`src/rtl/vec_mag_path_acc_if.sv`:
```
// AXI-Stream bundle used on both sides of the path accumulator.
interface vec_mag_path_acc_if #(
  parameter int unsigned DataWidth = 32
);
  logic [DataWidth-1:0] tdata;
  logic                 tvalid;
  logic                 tlast;
  logic                 tuser;
  logic                 tready;

  modport master (output tdata, output tvalid, output tlast, output tuser, input tready);
  modport slave  (input tdata, input tvalid, input tlast, input tuser, output tready);
endinterface

```
`src/rtl/vec_mag_path_acc.sv`:
```
// Per-frame path statistics over a magnitude stream: saturating sum and beat count, plus
// max magnitude, emitted as one packed result beat per frame through a single output register.
module vec_mag_path_acc #(
  parameter int unsigned COORD_WIDTH = 8,
  parameter int unsigned SUM_WIDTH   = 16,
  parameter int unsigned CNT_WIDTH   = 8
) (
  input  logic                       clk,
  input  logic                       rst,
  vec_mag_path_acc_if.slave          s_axis,
  vec_mag_path_acc_if.master         m_axis,
  output logic [31:0]                frames_o
);

  localparam int unsigned OutWidth = SUM_WIDTH + CNT_WIDTH + COORD_WIDTH;

  logic [SUM_WIDTH-1:0]   acc_sum_q;
  logic [CNT_WIDTH-1:0]   acc_cnt_q;
  logic [COORD_WIDTH-1:0] acc_max_q;
  logic                   acc_sat_q;
  logic [OutWidth-1:0]    out_data_q;
  logic                   out_user_q;
  logic                   out_valid_q;
  logic [31:0]            frames_q;

  logic [COORD_WIDTH-1:0] mag;
  logic [SUM_WIDTH:0]     sum_wide;
  logic                   sum_sat;
  logic                   cnt_sat;
  logic [SUM_WIDTH-1:0]   nsum;
  logic [CNT_WIDTH-1:0]   ncnt;
  logic [COORD_WIDTH-1:0] nmax;
  logic                   nsat;
  logic                   in_accept;
  logic                   out_accept;

  // Only the low magnitude field of the input beat carries information.
  logic unused_in;
  assign unused_in = ^{s_axis.tdata, s_axis.tuser};

  assign mag        = s_axis.tdata[COORD_WIDTH-1:0];
  assign s_axis.tready = !rst && (!out_valid_q || m_axis.tready);
  assign in_accept  = s_axis.tvalid && s_axis.tready;
  assign out_accept = out_valid_q && m_axis.tready;

  always_comb begin
    sum_wide = {1'b0, acc_sum_q} + (SUM_WIDTH + 1)'(mag);
    sum_sat  = sum_wide[SUM_WIDTH];
    nsum     = sum_sat ? {SUM_WIDTH{1'b1}} : sum_wide[SUM_WIDTH-1:0];
    cnt_sat  = &acc_cnt_q;
    ncnt     = cnt_sat ? acc_cnt_q : acc_cnt_q + CNT_WIDTH'(1);
    nmax     = (mag > acc_max_q) ? mag : acc_max_q;
    nsat     = acc_sat_q | sum_sat | cnt_sat;
  end

  always_ff @(posedge clk) begin
    if (rst) begin
      acc_sum_q   <= '0;
      acc_cnt_q   <= '0;
      acc_max_q   <= '0;
      acc_sat_q   <= 1'b0;
      out_data_q  <= '0;
      out_user_q  <= 1'b0;
      out_valid_q <= 1'b0;
      frames_q    <= '0;
    end else begin
      if (in_accept && s_axis.tlast) begin
        out_data_q  <= {nmax, ncnt, nsum};
        out_user_q  <= nsat;
        out_valid_q <= 1'b1;
        acc_sum_q   <= '0;
        acc_cnt_q   <= '0;
        acc_max_q   <= '0;
        acc_sat_q   <= 1'b0;
      end else begin
        if (out_accept) begin
          out_valid_q <= 1'b0;
        end
        if (in_accept) begin
          acc_sum_q <= nsum;
          acc_cnt_q <= ncnt;
          acc_max_q <= nmax;
          acc_sat_q <= nsat;
        end
      end
      if (out_accept) begin
        frames_q <= frames_q + 32'd1;
      end
    end
  end

  assign m_axis.tdata  = out_data_q;
  assign m_axis.tuser  = out_user_q;
  assign m_axis.tvalid = out_valid_q;
  assign m_axis.tlast  = out_valid_q;
  assign frames_o      = frames_q;

endmodule

```
`src/flat_wrapper.sv`:
```
// flat-port wrapper written by rule: the top's interface ports become plain ports
module vec_mag_path_acc_flat 
#(
  parameter int unsigned COORD_WIDTH = 8,
  parameter int unsigned SUM_WIDTH   = 16,
  parameter int unsigned CNT_WIDTH   = 8
)
  (clk, rst, frames_o, s_axis_tdata, s_axis_tvalid, s_axis_tlast, s_axis_tuser, s_axis_tready, m_axis_tdata, m_axis_tvalid, m_axis_tlast, m_axis_tuser, m_axis_tready);
  vec_mag_path_acc_if #(.DataWidth(4 * (8))) s_axis_i ();
  vec_mag_path_acc_if #(.DataWidth(((16) + (8) + (8)))) m_axis_i ();
  input  logic clk;
  input  logic rst;
  output logic [31:0] frames_o;
  input wire logic [$bits(s_axis_i.tdata)-1:0] s_axis_tdata;
  input wire logic [$bits(s_axis_i.tvalid)-1:0] s_axis_tvalid;
  input wire logic [$bits(s_axis_i.tlast)-1:0] s_axis_tlast;
  input wire logic [$bits(s_axis_i.tuser)-1:0] s_axis_tuser;
  output wire logic [$bits(s_axis_i.tready)-1:0] s_axis_tready;
  output wire logic [$bits(m_axis_i.tdata)-1:0] m_axis_tdata;
  output wire logic [$bits(m_axis_i.tvalid)-1:0] m_axis_tvalid;
  output wire logic [$bits(m_axis_i.tlast)-1:0] m_axis_tlast;
  output wire logic [$bits(m_axis_i.tuser)-1:0] m_axis_tuser;
  input wire logic [$bits(m_axis_i.tready)-1:0] m_axis_tready;
  assign s_axis_i.tdata = s_axis_tdata;
  assign s_axis_i.tvalid = s_axis_tvalid;
  assign s_axis_i.tlast = s_axis_tlast;
  assign s_axis_i.tuser = s_axis_tuser;
  assign s_axis_tready = s_axis_i.tready;
  assign m_axis_tdata = m_axis_i.tdata;
  assign m_axis_tvalid = m_axis_i.tvalid;
  assign m_axis_tlast = m_axis_i.tlast;
  assign m_axis_tuser = m_axis_i.tuser;
  assign m_axis_i.tready = m_axis_tready;
  vec_mag_path_acc #(.COORD_WIDTH(COORD_WIDTH), .SUM_WIDTH(SUM_WIDTH), .CNT_WIDTH(CNT_WIDTH)) u_core (.clk(clk), .rst(rst), .s_axis(s_axis_i), .m_axis(m_axis_i), .frames_o(frames_o));
endmodule
```
`config.mk`:
```
export PLATFORM = sky130hd
export DESIGN_NAME = vec_mag_path_acc_flat
export DESIGN_NICKNAME = d
export VERILOG_FILES = /design/src/rtl/vec_mag_path_acc_if.sv /design/src/rtl/vec_mag_path_acc.sv /design/src/flat_wrapper.sv
export SDC_FILE = /design/constraint.sdc
export NUM_CORES = 1
export LEC_CHECK = 0
export ABC_AREA = 1
export CAP_MARGIN = 20
export CORE_MARGIN = 4
export CORE_UTILIZATION = 56
export DETAILED_ROUTE_END_ITERATION = 10
export HOLD_SLACK_MARGIN = 0.1
export PLACE_DENSITY_LB_ADDON = 0.2
export RECOVER_POWER = 100
export SYNTH_ARGS = -nofsm -noshare
export SYNTH_HDL_FRONTEND = slang
export SYNTH_SLANG_ARGS = --single-unit
```
`constraint.sdc`:
```
create_clock -name clk -period 3.63 [get_ports clk]
set_clock_uncertainty 0.1 [all_clocks]
set_input_delay 0.726 -clock clk [delete_from_list [all_inputs] [get_ports clk]]
set_output_delay 0.726 -clock clk [all_outputs]
set_load 0.01 [all_outputs]
```
Word-level counts from Yosys, hierarchy flattened. Index checks and enable logic that the tools add are counted. W data, S select, Z words.

Register bits after elaboration: 99. Logic and storage cells: 29.

Add/sub/neg operators: 3. Order comparisons: 1. Multiplexer cells: 5. Bitwise logic cells: 2. Reductions and logical operators: 10.

Operator list (number): $add A32 B1 Y32 const B (1); $add A16 B8 Y17 (1); $mux W16 (1); $mux W8 (2); $add A8 B1 Y8 const B (1); $gt A8 B8 Y1 (1); $reduce_and A8 Y1 (1); $logic_and A1 B1 Y1 (4); $logic_not A1 Y1 (2); $mux W1 (2); $or A1 B1 Y1 (2); $reduce_bool A2 Y1 (1); $reduce_or A2 Y1 (1); $logic_or A1 B1 Y1 (1).

Depth between registers and ports, before layout.
Depth after elaboration: 6. Depth in mapped cells: 13. Mapped depth without buffers: 13.

Worst setup path after synthesis. OpenSTA, ideal clock, no wires.

Path type: input -> register. From: in s_axis_tdata[0]. To: reg u_core.out_data_q[5], in the netlist u_core.m_axis.tdata[5]. Setup time: 0.116 ns. Arrival: 2.232 ns. Data required time: 3.414 ns. Setup slack: 1.183 ns. Stages: 11. Buffers on the path: 1. Cell sequence: ha_1 -> fa_1 -> nand3_1 -> nand3_1 -> nand2_1 -> nand3_1 -> nand3_1 -> buf_2 -> nand3_1 -> o21ai_0 -> inv_1.

Cells in the longest elaborated chain, start to end: 2.

RTL lines: start, declared (line flat_wrapper.sv:14) `input wire logic [$bits(s_axis_i.tdata)-1:0] s_axis_tdata;`; $add A16 B8 Y17 (line vec_mag_path_acc.sv:47) `sum_wide = {1'b0, acc_sum_q} + (SUM_WIDTH + 1)'(mag);`; $mux W16 (line vec_mag_path_acc.sv:49) `nsum = sum_sat ? {SUM_WIDTH{1'b1}} : sum_wide[SUM_WIDTH-1:0];`; end signal, assigned (line vec_mag_path_acc.sv:68) `out_data_q <= {nmax, ncnt, nsum};`; end, declared (line vec_mag_path_acc.sv:21) `logic [OutWidth-1:0] out_data_q;`.

No other way between the ends. A chain may end at the register's enable or synchronous reset.

Worst setup path in the final report.
From: in s_axis_tdata[0]. To: reg u_core.acc_sum_q[1].

Cells in the longest elaborated chain, start to end: 2.

RTL lines: $add A16 B8 Y17 (line vec_mag_path_acc.sv:47); $mux W16 (line vec_mag_path_acc.sv:49); end signal, assigned (line vec_mag_path_acc.sv:80) `acc_sum_q <= nsum;`; end, declared (line vec_mag_path_acc.sv:17) `logic [SUM_WIDTH-1:0] acc_sum_q;`.

No other way between the ends.

==> summary.md <==
| Metric | Value |
|---|---|
| CP endpoint kind | flop |
| Clk pin slew, worst setup/hold paths | about 0.090 ns |
| Synth cell types | 33 |
| Max Slew Vio Count | 0 |
| Share of layout cells above drive strength 1 | 0.0286 |
| VDD IR-drop max | between 0.2 and 0.25 mV |
| Worst reg2reg path endpoint | u_core.acc_cnt_q[3]$_SDFFE_PP0P_ |
| Tot GR Track Use | 0.243 |
| Final Setup Violations | 0 |
| DRC errors left | 0 |
| Setup TNS | 0 ns |
| Gr ovfl total | 0 |
| CP Launch Type | input port |
| Multi-input gate area | 2830 um^2 |
| Area growth from synthesis to layout | 19.8% |
| Via count | 5422 |
| WP data arrival | 3.32 ns |
| Worst Path Required | 3.78 ns |
| Die X | roughly 110 um |
| Top cell type by total area after synthesis | dfxtp_1 |
| Filler cells | 844 |
| Worst setup endpoint | u_core.acc_sum_q[1]$_SDFFE_PP0P_ |
| Post-cts resize count | 0 |
| Initial antenna violation count | 0 |
| Clock tree buffer depth | 2 |
| CP Cell Sequence | dlygate4sd3_1, ha_1, fa_1, nand3_1, nand3_1, nand2_1, nand3_1, nand3_1, clkbuf_1, nand2_1, o21ai_0, inv_1 |
| First-pass GRT wire length | 22900 um |
| FF-to-FF setup slack | between 1 and 1.5 ns |
| Total power draw | ~2.2 mW |
| Worst-Skew Late Latency | approximately 0.36 ns |
| Core area | 9280 um^2 |
| Area share of the largest cell type after synthesis | 0.368 |
| Leakage power total | 3.10 nW |
| Die Y | 106 um |
| Slowest stage delay, CP | around 0.60 ns |
| Largest net degree at the start of global routing | 42 |
| Max-slew headroom | 0.0953 |
| I/O Pins | 106 |
| Status | finished, final reports clean |
| Final layout net count | 963 |
| Row count | 35 |
| Full die area | between 10000 and 15000 um^2 |
| Post-CTS Setup Repair Bufs | 0 |
| Antenna-violating nets left | 0 |
| Top post-synthesis cells by area | dfxtp_1 (37%), nand2_1 (17%), inv_1 (8.1%) |
| Slowest CP cell | dlygate4sd3_1 |
| CTS tree | done |
| Routed length per instance | 12.7 um |
| Final RePlAce weighted congestion | 0.931 |
| Ys flop type | dfxtp_1 |
| Most frequent cell after synthesis | nand2_1 |
| Post-Syn Area | 5390 um^2 |
| Final WL | approximately 13000 um |
| Number of synthesized flops with an enable pin | 0 |
| Critical path fanouts, max | 9 |
| Hold_buf cts | 0 |
| Post-DP HPWL | 10100 um |
| Tcrit/Tclk final | 0.874 |
| RSZ-0062 raised after global routing | no |
| Min cycle time layout | 3.17 ns |
| Ys Warns | 0 |
| Ys async rst share | 0 |
| Final hold violation count | 0 |
| Worst R2R Start | u_core.m_axis.tlast$_SDFFE_PP0P_ |
| Register area share after synthesis | 0.368 |
| Clk Tree Root Cell | clkbuf_8 |
| Cell mode on critical path | nand3_1 |
| Iteration-0 DRC Markers | between 200 and 300 |
| Vias per inst | 5.22 |
| Post-synth top cells | nand2_1 (242), inv_1 (116), dfxtp_1 (99) |
| R2r worst-path depth | 11 |
| Vias in the first global route | 5190 |
| Antenna diodes | 0 |
| Register area | 1980 um^2 |
| Syn Nets | 886 |
| Worst Hold Launch | u_core.m_axis.tdata[13]$_SDFFE_PP0P_ |
| Critical path class | in -> reg |
| Placed insts | between 1000 and 1500 |
| Power Density | around 340 nW/um^2 |
| Synthesized flop and latch total | about 100 |
| Initial Util | 0.580 |
| Clk sinks | 99 |
| Worst Hold Class | reg -> reg |
| Maxcap violations | 0 |
| Worst-margin pin slew | 1.36 ns |
| Fin cells | a little over 1000 |
| DR pass1 iterations | 5 |
| Synthesized area per cell | 6.50 um^2 |
| Num CTS Buffers | 9 |
| Max frequency | 0.315 GHz |
| H-tree levels | 3 |
| Post-Synthesis Cells | 829 |
| Crit path launch | s_axis_tdata[0] |
| Number of buffers added on ports | 80 |
## area by class of cell
class	instances	share of cell area
Clock inverter	4	0.00795
Clock buffer	11	0.0204
Inverter	120	0.0698
Sequential cell	99	0.307
Tap cell	129	0.0250
Timing Repair Buffer	89	0.132
Multi-Input combinational cell	587	0.438
## layer usage
layer | part of all wire | vias up | global-route usage
met5 | 0 | - | 0
met4 | 0.017 | 0 | 0.0860
met3 | 0.051 | 24 | 0.0431
met2 | 0.49 | 153 | 0.425
met1 | 0.44 | 2447 | 0.301
li1 | - | 2798 | -
## sequential cells by signal, summed over array words and instances (netlist names)
| register | flops |
|---|---|
| u_core.m_axis.tuser | 1 |
| u_core.m_axis.tdata | 32 |
| u_core.frames_o | 32 |
| u_core.acc_cnt_q | 8 |
| u_core.acc_sat_q | 1 |
| u_core.m_axis.tlast | 1 |
| u_core.acc_sum_q | 16 |
| u_core.acc_max_q | 8 |
## through the flow
stage / hold slack [ns] / worst slack [ns] / instance area [um^2] / util
floorplan: 0.374 / 1.18 / 5390 / -
global placement: 0.337 / 0.305 / 6300 / 0.678
detailed placement: 0.341 / 0.284 / 6330 / 0.681
CTS: 0.360 / 0.655 / 6510 / 0.701
global route: 0.376 / 0.264 / 6450 / 0.695
finish: 0.352 / 0.459 / 6450 / 0.695
## worst min-delay path by stage
| stage | to | slack [ns] | cells past startpoint |
|---|---|---|---|
| 2_1_floorplan | u_core.m_axis.tdata[10]$_SDFFE_PP0P_ | 0.37 | 2 |
| 3_3_place_gp | u_core.m_axis.tdata[11]$_SDFFE_PP0P_ | 0.34 | 2 |
| 3_5_place_dp | u_core.m_axis.tdata[10]$_SDFFE_PP0P_ | 0.34 | 2 |
| 4_1_cts | u_core.m_axis.tdata[10]$_SDFFE_PP0P_ | 0.36 | 2 |
| 5_1_grt | u_core.m_axis.tdata[1]$_SDFFE_PP0P_ | 0.38 | 2 |
| 6_report | u_core.m_axis.tdata[13]$_SDFFE_PP0P_ | 0.35 | 2 |
## logic make-up (layout without fill, tap and decap cells)
logic type,after synthesis,in the layout,synth area share
simple gates,435,435,0.340
flops,99,99,0.368
compound gates,120,120,0.121
fa+ha+maj,19,19,0.0455
buf+inv,143,224,0.104
xor+xnor,8,8,0.0130
mux,5,5,0.00929
## placed cells by master (no fill, tap or decap), types with 2 or more instances in the layout
master and count:
nand2_1 244, inv_1 118, dfxtp_1 99, nor2_1 84
nand3_1 70, dlygate4sd3_1 70, o21ai_0 50, a21oi_1 50
ha_1 18, nor3_1 14, o21a_1 12, nand4_1 11
clkdlybuf4s50_1 10, clkbuf_8 9, clkbuf_1 6, mux2i_1 5
xnor2_1 4, xor2_1 4, nor3b_1 4, buf_4 4
or2_2 3, o21bai_1 3, nand3b_1 2, inv_2 2
a31oi_1 2
## report_power, final
group | total (mW) | switching (mW) | internal (mW)
Combinational | 0.330 | 0.198 | 0.132
Sequential | 1.16 | 0.0313 | 1.13
Clock | 0.688 | 0.371 | 0.317
## worst max-delay path: cells and delay by family
kind            cells  cell delay (ns)
fa+ha+maj           2             0.72
buf+inv             3             0.90
simple gates        6             0.83
compound gates      1             0.15
Power figures use the tool's default switching activity.
